### config.mk
export PLATFORM = sky130hd
export DESIGN_NAME = toggle_pulse_gen
export DESIGN_NICKNAME = d
export VERILOG_FILES = /design/src/rtl/toggle_pulse_gen_pkg.sv /design/src/rtl/tick_prescaler.sv /design/src/rtl/toggle_pulse_gen.sv
export SDC_FILE = /design/constraint.sdc
export NUM_CORES = 1
export LEC_CHECK = 0
export ABC_CLOCK_PERIOD_IN_PS = 4210
export CAP_MARGIN = 10
export CORE_UTILIZATION = 40
export CTS_CLUSTER_SIZE = 20
export DETAILED_ROUTE_END_ITERATION = 8
export DONT_BUFFER_PORTS = 1
export PLACE_DENSITY_LB_ADDON = 0.2
export SLEW_MARGIN = 10
export SYNTH_ARGS = -nofsm -noshare
export SYNTH_HDL_FRONTEND = slang
export SYNTH_HIERARCHICAL = 1
export SYNTH_SLANG_ARGS = --single-unit
### constraint.sdc
create_clock -name clk -period 4.21 [get_ports clk]
set_input_delay 0.6315 -clock clk [delete_from_list [all_inputs] [get_ports clk]]
set_output_delay 0.6315 -clock clk [all_outputs]
set_load 0.02 [all_outputs]
### src/rtl/toggle_pulse_gen_pkg.sv
// Shared types and constants for the toggle-enable pulse generator.
// The FSM encoding and the magic codes on the divide and burst inputs live here.
package toggle_pulse_gen_pkg;

    typedef enum logic [1:0] {
        ST_IDLE = 2'd0,
        ST_RUN  = 2'd1,
        ST_DONE = 2'd2
    } state_t;

    // A divide ratio of 0 is replaced by this value.
    localparam int ZERO_DIV_SUB = 1;

    // A burst length equal to this code selects continuous mode.
    localparam int BURST_CONT = 0;

endpackage

### src/rtl/tick_prescaler.sv
// Down-counting prescaler with auto-reload: ticks while enabled on count zero.
// A load presets the count to reload-1, so the first tick comes reload enabled cycles later.
module tick_prescaler #(
    parameter int DIV_W = 8
) (
    input  logic             clk,
    input  logic             rstn,
    input  logic             load,
    input  logic             en,
    input  logic [DIV_W-1:0] reload,
    output logic             tick
);

    logic [DIV_W-1:0] cnt;
    logic [DIV_W-1:0] reload_m1;

    assign reload_m1 = reload - DIV_W'(1);
    assign tick      = en && (cnt == '0);

    // NOTE: clocked state uses non-blocking assignments so every register
    // samples its inputs as they were before the edge.
    always_ff @(posedge clk or negedge rstn) begin
        if (!rstn) begin
            cnt <= '0;
        end else if (load) begin
            cnt <= reload_m1;
        end else if (en) begin
            cnt <= (cnt == '0) ? reload_m1 : cnt - DIV_W'(1);
        end
    end

endmodule

### src/rtl/toggle_pulse_gen.sv
// Programmable toggle-enable generator feeding a T flip-flop's t input:
// single-cycle pulses every div cycles, as a finite burst or continuously.
module toggle_pulse_gen
    import toggle_pulse_gen_pkg::*;
#(
    parameter int DIV_W = 8,
    parameter int CNT_W = 8
) (
    input  logic             clk,
    input  logic             rstn,
    input  logic             start,
    input  logic             stop,
    input  logic [DIV_W-1:0] div_i,
    input  logic [CNT_W-1:0] burst_i,
    output logic             t_out,
    output logic             busy,
    output logic             done,
    output logic [CNT_W-1:0] pulse_cnt
);

    state_t           state, state_n;
    logic [DIV_W-1:0] div_q, div_n;
    logic [CNT_W-1:0] burst_q, burst_n;
    logic [CNT_W-1:0] cnt_n;
    logic             t_n, busy_n, done_n;

    logic [DIV_W-1:0] eff_div;
    logic [DIV_W-1:0] reload;
    logic             load, en, tick;
    logic             continuous, burst_end;

    assign eff_div    = (div_i == '0) ? DIV_W'(ZERO_DIV_SUB) : div_i;
    // The prescaler reloads from the live input on start, from the latched ratio afterwards.
    assign reload     = load ? eff_div : div_q;
    assign continuous = (burst_q == CNT_W'(BURST_CONT));
    assign burst_end  = !continuous && (pulse_cnt == burst_q);

    tick_prescaler #(
        .DIV_W(DIV_W)
    ) u_prescaler (
        .clk    (clk),
        .rstn   (rstn),
        .load   (load),
        .en     (en),
        .reload (reload),
        .tick   (tick)
    );

    always_ff @(posedge clk or negedge rstn) begin
        if (!rstn) begin
            state     <= ST_IDLE;
            div_q     <= '0;
            burst_q   <= '0;
            pulse_cnt <= '0;
            t_out     <= 1'b0;
            busy      <= 1'b0;
            done      <= 1'b0;
        end else begin
            state     <= state_n;
            div_q     <= div_n;
            burst_q   <= burst_n;
            pulse_cnt <= cnt_n;
            t_out     <= t_n;
            busy      <= busy_n;
            done      <= done_n;
        end
    end

    // NOTE: every signal gets a default before the case so no path leaves a
    // value unassigned, which would otherwise infer a latch.
    always_comb begin
        state_n = state;
        div_n   = div_q;
        burst_n = burst_q;
        cnt_n   = pulse_cnt;
        t_n     = 1'b0;
        busy_n  = 1'b0;
        done_n  = 1'b0;
        load    = 1'b0;
        en      = 1'b0;

        case (state)
            ST_IDLE: begin
                if (start && !stop) begin
                    state_n = ST_RUN;
                    div_n   = eff_div;
                    burst_n = burst_i;
                    cnt_n   = '0;
                    busy_n  = 1'b1;
                    load    = 1'b1;
                end
            end

            ST_RUN: begin
                // Stop beats both the burst end and a coinciding prescaler tick.
                if (stop) begin
                    state_n = ST_IDLE;
                end else if (burst_end) begin
                    state_n = ST_DONE;
                    done_n  = 1'b1;
                end else begin
                    busy_n = 1'b1;
                    en     = 1'b1;
                    if (tick) begin
                        t_n   = 1'b1;
                        cnt_n = pulse_cnt + CNT_W'(1);
                    end
                end
            end

            ST_DONE: begin
                state_n = ST_IDLE;
            end

            default: begin
                state_n = ST_IDLE;
            end
        endcase
    end

endmodule

== Word level (Yosys, flattened, before mapping) ==
Cells that the tools add are included.

* Flip-flop bits (word level): 37
* Bits in latches: 0
* Memory bits (writable): 0
* ROM bits: 0
* Bits of input ports: 20
* Output and inout port bits: 11
* Logic and storage cells: 59
* Memories: 0

* Add/sub/neg operators: 3
* $mul: 0
* Divide/modulo/power cells: 0
* $lt $le $gt $ge: 0
* Equal/unequal tests: 7
* Shifts and indexed selects: 0
* Multiplexer cells: 27
* Bitwise gates (word level): 0
* Reduce and logical (&&, ||, !) cells: 14

{| class="wikitable"
|+ Operator list
! operator !! number
|-
| 8-bit 2-to-1 mux || 9
|-
| 8-bit logical NOT || 3
|-
| 8-bit case mux with 2 select lines || 1
|-
| 8-bit by 1-bit subtractor with 8-bit output (second input constant) || 2
|-
| 1-bit 2-to-1 mux || 12
|-
| 8-bit by 1-bit adder with 8-bit output (second input constant) || 1
|-
| 8-bit equality test || 1
|-
| 2-bit inequality test (second input constant) || 4
|-
| 2-bit 2-to-1 mux || 3
|-
| 5-bit AND reduction || 1
|-
| 2-bit case mux with 2 select lines || 1
|-
| 2-bit AND reduction || 2
|-
| 2-bit nonzero test || 2
|-
| 1-bit logical AND || 3
|-
| 3-bit inequality test (second input constant) || 1
|-
| 2-bit by 1-bit equality test with 1-bit output (second input constant) || 1
|-
| 1-bit logical NOT || 2
|-
| 2-bit logical NOT || 1
|-
| 1-bit case mux with 2 select lines || 1
|}

== Longest topological paths before layout ==
Gate-level depths: netlist of the first run.

* Depth after elaboration: 11
* Mapped depth: 12
* Depth with buffers taken out: 10

== Cells and area by module ==
The synthesis of the first run kept the hierarchy.

{| class="wikitable"
|+ Modules (own cells, without submodules)
! module !! instances !! cells each !! area an instance (um2) !! sequential area each (um2)
|-
| toggle_pulse_gen || 1 || 145 || 1401.3 || 725.7
|-
| tick_prescaler || 1 || 79 || 664.4 || 200.2
|}

== Worst setup path before layout of the first run ==
OpenSTA, ideal clock, no wires.

* Kind: in2reg
* Start: input stop
* End: register u_prescaler.cnt[5]
* Library setup time: 68 ps
* Arrival: 2789 ps
* Required time: 4142 ps
* Setup slack: 1353 ps
* Stages: 8
* Buffers on the path: 1
* Cell sequence: or4b_1 clkbuf_1 nand2_1 o21ai_0 or4_4 or3_1 nand4_1 and4_1

* Cells in the longest elaborated chain, start to end: 9
* Elaborated cells on any way between the ends: 12
* Those cells by class: 1 x add/sub; 8 x mux; 3 x reduce/logical

{| class="wikitable"
|+ Ends and longest elaborated chain
! what !! RTL line !! text
|-
| start: declaration || toggle_pulse_gen.sv:12 || <nowiki>input logic stop,</nowiki>
|-
| 1-bit logical NOT (*) || toggle_pulse_gen.sv:84 || <nowiki>if (start && !stop) begin</nowiki>
|-
| 1-bit logical AND (*) || toggle_pulse_gen.sv:84 ||
|-
| 1-bit 2-to-1 mux (*) || toggle_pulse_gen.sv:84 ||
|-
| 1-bit 2-to-1 mux (*) || toggle_pulse_gen.sv:82 || <nowiki>case (state)</nowiki>
|-
| 8-bit 2-to-1 mux (*) || toggle_pulse_gen.sv:34 || <nowiki>assign reload = load ? eff_div : div_q;</nowiki>
|-
| net reload[0] || toggle_pulse_gen.sv:28 || <nowiki>logic [DIV_W-1:0] reload;</nowiki>
|-
| 8-bit by 1-bit subtractor with 8-bit output (*) || tick_prescaler.sv:17 || <nowiki>assign reload_m1 = reload - DIV_W'(1);</nowiki>
|-
| 8-bit 2-to-1 mux || tick_prescaler.sv:28 || <nowiki>cnt <= (cnt == '0) ? reload_m1 : cnt - DIV_W'(1);</nowiki>
|-
| 8-bit 2-to-1 mux || tick_prescaler.sv:27 || <nowiki>end else if (en) begin</nowiki>
|-
| 8-bit 2-to-1 mux (*) || tick_prescaler.sv:25 || <nowiki>end else if (load) begin</nowiki>
|-
| end signal: assignment || tick_prescaler.sv:26 || <nowiki>cnt <= reload_m1;</nowiki>
|-
| end signal: assignment || tick_prescaler.sv:28 ||
|-
| end: declaration || tick_prescaler.sv:14 || <nowiki>logic [DIV_W-1:0] cnt;</nowiki>
|}

The timed path passes the listed nets; every way through them passes the cells marked *. The select of a mux whose other input is x is not followed.
A chain may end at the register's enable or synchronous reset.

== Worst setup path in the final report of the first run ==
* Start: register state[0]
* End: register u_prescaler.cnt[5]

* Cells in the longest elaborated chain, start to end: 7
* Elaborated cells on any way between the ends: 10
* Those cells by class: 1 x add/sub; 1 x eq/ne; 6 x mux; 2 x reduce/logical

{| class="wikitable"
|+ Ends and longest elaborated chain
! what !! RTL line !! text
|-
| start: declaration || toggle_pulse_gen.sv:21 || <nowiki>state_t state, state_n;</nowiki>
|-
| start signal: assignment || toggle_pulse_gen.sv:59 || <nowiki>state <= state_n;</nowiki>
|-
| 2-bit logical NOT (*) || toggle_pulse_gen.sv:82 ||
|-
| 1-bit 2-to-1 mux (*) || toggle_pulse_gen.sv:82 ||
|-
| 8-bit 2-to-1 mux (*) || toggle_pulse_gen.sv:34 ||
|-
| net reload[0] || toggle_pulse_gen.sv:28 ||
|-
| 8-bit by 1-bit subtractor with 8-bit output (*) || tick_prescaler.sv:17 ||
|-
| 8-bit 2-to-1 mux || tick_prescaler.sv:28 ||
|-
| 8-bit 2-to-1 mux || tick_prescaler.sv:27 ||
|-
| 8-bit 2-to-1 mux (*) || tick_prescaler.sv:25 ||
|}

Marks and branches as above.

==> run summary, run 1 <==
status: finished clean
Worst path max stage delay: 860 ps
CP Data Required Time: 4430 ps
f_max: 0.345 GHz
post-synth top area share: 0.448
FILL cells: 482
cells along the critical path: or4b_1 -> nand2_1 -> o21ai_0 -> or4_4 -> or3_1 -> nand4_1 -> and4_1
DP HPWL: 3020 um
area post-placement: 2120 um^2
syn_area_per_cell: 9.22 um^2
Worst setup SP type: flip-flop
Synth area leader: dfrtp_1
post-synthesis async set-or-reset flop share: 1.00
Synth area leaders: dfrtp_1 45%, nand2_1 10%, xor2_1 3.4%
register area share after synthesis: 0.448
RSZ-0062 raised after global routing: no
Sink Count: 37
Slew headroom: 0.527
routed wire length: 4240 um
via/cell ratio: 5.36
wire per inst: 14.5 um
Post-Syn Area: 2070 um^2
Clock Tree Buf Depth: 2
share of cells above drive strength 1: 0.106
Slew Viols, Final: 0
CTS hold repair buffers: 0
Crit Path Class: reg2reg
row cnt: 25
htree depth: 2
Post-CTS Setup Bufs: 0
fin util: 0.461
core box area: 4850 um^2
IO buf count: 0
Num CTS Buffers: 5
Syn Nets: 248
Layout area overhead: 8.24%
Reg2Reg Setup Slack: 1310 ps
vias in the first global route: 1574
ANT cells: 0
hold slack: 24.9 ps
CTS root buf: clkbuf_8
# IOs: 31
Distinct cells, synth: 49
most common cell in the netlist: nand2_1
post-route clock skew: 5.39 ps
crit path time final: 2900 ps
CP Capture Type: flip-flop
GPL Wtd Cong: 0.719
DR DRC count: 0
FF+latch count, synth: 37
Final Cell Area: 2240 um^2
gr ovfl total: 0
clk slew on worst S/H paths: 80 ps
worst flop-to-flop path endpoint: u_prescaler/cnt[5]
setup_tns: 0 ps
worst vdd ir: 0.280 mV
Post-synth top cells: 57 x nand2_1, 37 x dfrtp_1, 13 x nor2_1
first-pass GRT wire length: 7480 um
DR vias: 1570
Max FO, Critical Path: 22
worst-margin pin slew: 709 ps
Die Ht: 73.9 um
Global Route Usage Sum: 0.183
Post-synth EDFFs: 0
CTS tree: yes
Static Leak: 1.03 nW
Main synth FF type: dfrtp_1
initial antenna violation count: 0
Power Dens Cells: 490 nW/um^2
Die W: 73.9 um
Hold Crit Class: in2async
max_cap viols: 0
DR iter-0 viols: 79
Routed Antenna Nets: 0
Worst EP arrival: 3120 ps
Die ar.: 5460 um^2
worst r2r path cells: 7
Initial DRT Pass Iterations: 4
largest net degree at the start of global routing: 38
initial core utilization: 0.426
PostCTS Resize Cnt: 0
worst skew pair latency: 290 ps
final number of setup-violating endpoints: 0
nets@finish: 249
endpoints failing hold: 0
Mapped Cells: 224
Ys Warns: 6
Critical Path Slowest Stage Cell: or4b_1
RR Startpoint: state[0]
crit share post-route: 0.688
## how the worst max path moves through the flow
stage,start,end,slack [ps],depth (start not counted)
3_5_place_dp,stop,u_prescaler/cnt[5],1060,7
6_report,state[0],u_prescaler/cnt[5],1310,7
2_1_floorplan,stop,u_prescaler/cnt[5],1350,8
5_1_grt,state[0],u_prescaler/cnt[4],1020,8
3_3_place_gp,stop,u_prescaler/cnt[5],1090,7
4_1_cts,state[0],u_prescaler/cnt[5],1310,7
## final cells by class
type / instances / area [um^2] / area share
Timing Repair Buffer: 1 / 7.51 / 0.00336
Multi-Input combinational cell: 173 / 1070 / 0.480
Inverter: 7 / 26.3 / 0.0118
Tap cell: 67 / 83.8 / 0.0375
Clock inverter: 2 / 37.5 / 0.0168
Clock buffer: 6 / 82.6 / 0.0369
Sequential cell: 37 / 926 / 0.414
## placed cells by master, fill, tap and decap left out, types with 3 or more instances in the layout
master and count:
a221o_1 5, o21ai_0 6, xor2_1 8, nand4_1 3, nor3_1 9, dfrtp_1 37
and3_1 4, a21oi_1 8, nand2_1 57, nand2b_1 4, ha_1 4, inv_1 6
nor4_2 3, nor3b_1 5, clkbuf_8 6, xnor2_1 4, nor2_1 13, nand3_1 3
## stage by stage
step / instances / setup slack [ps] / power [mW]
after floorplan: 224 / 1350 / 0.720
after global placement: 285 / 1090 / 0.774
after detailed placement: 285 / 1060 / 0.779
after CTS: 293 / 1310 / 1.11
after global routing: 293 / 1020 / 1.18
final: 293 / 1310 / 1.10
## sequential cells by signal, summed over array words and instances (netlist names)
signal / count
burst_q: 8
busy: 1
div_q: 8
done: 1
pulse_cnt: 8
state: 2
t_out: 1
u_prescaler/cnt: 8
## where the power goes
part	switching [mW]	leakage, nW	internal [mW]
Clock	0.132	0.0574	0.193
Combinational	0.153	0.503	0.124
Sequential	0.0689	0.473	0.426
Total	0.353	1.03	0.743
## metal layers
metal | track usage | vias to the layer above | routed length (um) | part of all wire
met4 | 0.0641 | 0 | 53 | 0.013
met2 | 0.276 | 47 | 1870 | 0.44
li1 | - | 779 | - | -
met3 | 0.0508 | 5 | 274 | 0.065
met1 | 0.252 | 739 | 2050 | 0.48
met5 | 0 | - | 0 | 0
## cell families (layout without fill, tap and decap cells)
| logic type | after synthesis | count (layout) | synth area share |
|---|---|---|---|
| compound gates | 32 | 32 | 0.119 |
| flops | 37 | 37 | 0.448 |
| fa+ha+maj | 4 | 4 | 0.0242 |
| buf+inv | 14 | 16 | 0.0327 |
| xor+xnor | 12 | 12 | 0.0509 |
| mux | 3 | 3 | 0.0151 |
| simple gates | 122 | 122 | 0.310 |
## critical path: cells and delay by family (launching register included)
kind | cells | cell delay (ps)
compound gates | 1 | 200
flops | 1 | 400
simple gates | 6 | 2220
(Power assumes the default switching activity.)
==> inputs of run 2 (changes only) <==
--- a/config.mk
+++ b/config.mk
@@ -5,7 +5,7 @@
 export SDC_FILE = /design/constraint.sdc
 export NUM_CORES = 1
 export LEC_CHECK = 0
-export ABC_CLOCK_PERIOD_IN_PS = 4210
+export ABC_CLOCK_PERIOD_IN_PS = 2500
 export CAP_MARGIN = 10
 export CORE_UTILIZATION = 40
 export CTS_CLUSTER_SIZE = 20
==> constraint.sdc (replaced) <==
create_clock -name clk -period 2.5 [get_ports clk]
set_input_delay 0.375 -clock clk [delete_from_list [all_inputs] [get_ports clk]]
set_output_delay 0.375 -clock clk [all_outputs]
set_load 0.02 [all_outputs]
==> run 2 against run 1 <==
Against the previous run: highest routed layer unchanged; sequential power grew 68%; first-iteration DRC count is 1.3% lower; cell count rose by 7.2%; count of clock-buffer cells in the layout stayed put; core utilization increased by 3.7 points; critical path type unchanged.
==> run summary, run 2 (synthesis gave the netlist of run 1 again) <==
status: finished clean
Layout area overhead: 17.0%
Sink Count: 37
gr ovfl total: 0
DP HPWL: 3370 um
largest net degree at the start of global routing: 38
GR met3 Demand/Resource: 0.0412
Die Ht: 73.9 um
Slew headroom: 0.680
DR iter-0 viols: 78
routed wire length: 4560 um
crit share post-route: 0.973
post-route clock skew: 9.36 ps
share of cells above drive strength 1: 0.190
vias in the first global route: 1646
final number of setup-violating endpoints: 0
Worst setup SP type: flip-flop
RSZ-0062 raised after global routing: yes
Die W: 73.9 um
area post-placement: 2260 um^2
grt met2 use: 0.325
ANT cells: 0
Final Cell Area: 2420 um^2
FILL cells: 459
Max FO, Critical Path: 12
commonest non-fill, non-tap cell in the layout: nand2_1
wire per inst: 14.5 um
global route hottest layer: met2
nets@finish: 270
Place WS: 70.1 ps
setup_tns: 0 ps
Reg2Reg Setup Slack: 70 ps
initial core utilization: 0.426
IO buf count: 0
GPL Wtd Cong: 0.800
most frequent cells in the layout: 56 x nand2_1, 37 x dfrtp_1, 20 x buf_4
via/cell ratio: 5.25
htree depth: 2
core box area: 4850 um^2
CP Capture Type: flip-flop
Static Leak: 1.15 nW
fin util: 0.499
clk slew on worst S/H paths: 80 ps
first-pass GRT wire length: 7540 um
CTS root buf: clkbuf_8
row cnt: 25
# IOs: 31
Slew Viols, Final: 0
CTS tree: yes
Routed Antenna Nets: 0
max_cap viols: 0
Post-CTS Setup Bufs: 0
endpoints failing hold: 0
Die ar.: 5460 um^2
Crit Path Class: reg2reg
worst-margin pin slew: 480 ps
Clock Tree Buf Depth: 2
initial antenna violation count: 0
DR vias: 1647
Power Dens Cells: 779 nW/um^2
Worst EP arrival: 2650 ps
f_max: 0.411 GHz
worst vdd ir: 0.491 mV
Initial DRT Pass Iterations: 4
DR DRC count: 0
Num CTS Buffers: 5
PnR worst setup slack: 66.4 ps
Hold Crit Class: in2reg
GR Util met1: 0.228
crit path time final: 2430 ps
CP Data Required Time: 2720 ps
Global Route Usage Sum: 0.186
worst skew pair latency: 290 ps
[run 2: where the power goes]
part / switching [mW] / internal (mW)
Clock: 0.214 / 0.299
Sequential: 0.117 / 0.717
Combinational: 0.283 / 0.251
[run 2: per-stage QoR]
stage / hold slack, ps / instances / total power [mW]
2_1_floorplan: 79.4 / 224 / 1.22
3_3_place_gp: 80.2 / 304 / 1.35
3_5_place_dp: 80.2 / 304 / 1.35
4_1_cts: 143 / 314 / 1.89
5_1_grt: 143 / 314 / 2.01
6_report: 150 / 314 / 1.88
[run 2: repair_timing]
| item | CTS | global route |
|---|---|---|
| setup endpoints to repair | 0 | 3 |
| resized for setup | 0 | 3 |
| hold buffers | 2 | 0 |
| endpoints found under the hold margin | 37 | 0 |
[run 2: worst paths after layout]
check	endpoint	cells past startpoint	startpoint
max in group asynchronous	div_q[1]	2	rstn
max	u_prescaler/cnt[5]	7	state[0]
min reg2reg	div_q[7]	2	div_q[7]
min in group asynchronous	burst_q[0]	2	rstn
max reg2reg	u_prescaler/cnt[5]	7	state[0]
min	state[1]	1	stop
[run 2: layout make-up]
| class | count | area [um^2] | area share |
|---|---|---|---|
| Timing Repair Buffer | 22 | 180 | 0.0745 |
| Clock inverter | 2 | 38.8 | 0.0160 |
| Multi-Input combinational cell | 173 | 1090 | 0.451 |
| Inverter | 7 | 26.3 | 0.0109 |
| Tap cell | 67 | 83.8 | 0.0347 |
| Clock buffer | 6 | 72.6 | 0.0300 |
| Sequential cell | 37 | 926 | 0.383 |
[run 2: metal layers]
metal | share of wire | wire, um
met1 | 0.45 | 2070
met2 | 0.50 | 2260
met3 | 0.040 | 184
met4 | 0.011 | 48
met5 | 0 | 0
[run 2: worst max-delay path: stages (launching register included)]
cell and delay (ps):
dfrtp_1 390, or4b_4 620, nand2_2 90, nand2_1 90, or4_4 550, or3_4 340, nand4_1 90, and4_1 170
==> inputs of run 3 (changes only) <==
--- a/config.mk
+++ b/config.mk
@@ -5,13 +5,13 @@
 export SDC_FILE = /design/constraint.sdc
 export NUM_CORES = 1
 export LEC_CHECK = 0
-export ABC_CLOCK_PERIOD_IN_PS = 2500
 export CAP_MARGIN = 10
 export CORE_UTILIZATION = 40
 export CTS_CLUSTER_SIZE = 20
 export DETAILED_ROUTE_END_ITERATION = 8
 export DONT_BUFFER_PORTS = 1
 export PLACE_DENSITY_LB_ADDON = 0.2
+export SETUP_SLACK_MARGIN = 0.2
 export SLEW_MARGIN = 10
 export SYNTH_ARGS = -nofsm -noshare
 export SYNTH_HDL_FRONTEND = slang
==> run 3 against run 2 <==
Against the previous run: routed wire length rose by 14%; die area did not move; critical path depth did not move; total power fell by 0.25%; worst hold slack got worse by 5.5 ps; sequential power rose by 1%; sequential cell count did not move; global-route usage rose by 2.5 points; critical path type unchanged; critical endpoint unchanged.
==> run summary, run 3 (synthesis gave the netlist of run 1 again) <==
Power Dens Cells: 735 nW/um^2
status: finished clean
Clock Tree Buf Depth: 2
ANT cells: 0
CTS root buf: clkbuf_8
Num CTS Buffers: 5
worst vdd ir: 0.445 mV
worst skew pair latency: 300 ps
Worst setup SP type: flip-flop
routed wire length: 5200 um
area post-placement: 2270 um^2
Slew Viols, Final: 0
nets@finish: 277
first-pass GRT wire length: 8420 um
Global Route Usage Sum: 0.212
Final Cell Area: 2550 um^2
cells along the critical path: or4b_4 -> nand2_4 -> nand2_4 -> or4_4 -> or3_4 -> nand3_1 -> and4_1
DP HPWL: 3500 um
IO buf count: 0
clk slew on worst S/H paths: 80 ps
Total Power: 1.88 mW
CP Capture Type: flip-flop
setup_tns: 0 ps
DR iter-0 viols: 74
cell count of the worst hold path: 1
worst r2r path cells: 7
endpoints failing hold: 0
Sink Count: 37
gr ovfl total: 0
Critical Path Slowest Stage Cell: or4b_4
hold slack: 145 ps
fin util: 0.527
core box area: 4850 um^2
Crit Path Class: reg2reg
most frequent cells in the layout: 46 x nand2_1, 37 x dfrtp_1, 26 x buf_4
post-route clock skew: 8.81 ps
max_cap viols: 0
Slew headroom: 0.643
initial core utilization: 0.426
worst-margin pin slew: 535 ps
Initial DRT Pass Iterations: 4
Max FO, Critical Path: 5
CP Data Required Time: 2740 ps
wire per inst: 16.2 um
largest net degree at the start of global routing: 38
DR vias: 1724
Static Leak: 1.20 nW
crit path time final: 2440 ps
Worst path max stage delay: 630 ps
Die Ht: 73.9 um
Layout area overhead: 23.7%
via/cell ratio: 5.37
htree depth: 2
f_max: 0.410 GHz
initial antenna violation count: 0
CTS tree: yes
DR DRC count: 0
Worst EP arrival: 2680 ps
crit share post-route: 0.977
Routed Antenna Nets: 0
Die ar.: 5460 um^2
RSZ-0062 raised after global routing: yes
vias in the first global route: 1817
row cnt: 25
share of cells above drive strength 1: 0.280
GPL Wtd Cong: 0.820
Hold Crit Class: in2reg
Die W: 73.9 um
Crit path top cell by count: nand2_4
final number of setup-violating endpoints: 0
# IOs: 31
commonest non-fill, non-tap cell in the layout: nand2_1
-- run 3: changes by cell type in the layout (fill, tap and decap cells not counted), moves of 2 or more --
cell      before  now
buf_4         20   26
clkinv_2       0    2
nand2_1       56   46
nand2_2        1    4
nand2_4        0    7
xnor2_1        4    2
xnor2_2        0    2
-- run 3: power by group --
part	internal, mW	switching, mW	leakage (nW)
clock	0.192	0.228	0.0439
sequential	0.718	0.128	0.473
combinational	0.291	0.321	0.683
total	1.20	0.677	1.20
-- run 3: layout make-up --
class                      instances  area (um^2)
timing repair buffer              28          225
clock inverter                     3         17.5
sequential                        37          926
tap                               67         83.8
clock buffer                       5         68.8
multi-input combinational        174         1200
fill                             466         2290
inverter                           7         28.8
-- run 3: timing repair --
item	in CTS	in global routing
resized for setup	10	12
hold buffers	2	0
endpoints found under the setup margin	4	13
hold endpoints to repair	37	0
gates cloned	1	0
pin swaps	8	18
setup buffers	5	4
-- run 3: metal layers --
layer  track usage  routed length (um)
met5             0                   0
met4        0.0812                  74
met3        0.0466                 198
met2         0.356                2510
met1         0.264                2420
-- run 3: metrics by stage --
stage / setup slack [ps] / cells
final: 58.2 / 321
after global routing: -0.915 / 321
after CTS: 108 / 317
after detailed placement: 47.7 / 301
after global placement: 89.9 / 301
after floorplan: 80.2 / 224
-- run 3: worst max-delay path, delay by kind of cell, from the launching register on --
kind / cells / cell delay [ps]
AND/OR/NAND/NOR: 7 / 1970
flip-flops: 1 / 410
-- run 3: path summary, 6_finish.rpt --
kind / startpoint / to / slack, ps
setup / recovery: state[0] / u_prescaler/cnt[5] / 60
hold / removal: stop / state[1] / 140
setup reg to reg: state[0] / u_prescaler/cnt[5] / 60
hold reg to reg: div_q[7] / div_q[7] / 550
max in group asynchronous: rstn / u_prescaler/cnt[7] / 1770
min in group asynchronous: rstn / pulse_cnt[6] / 530
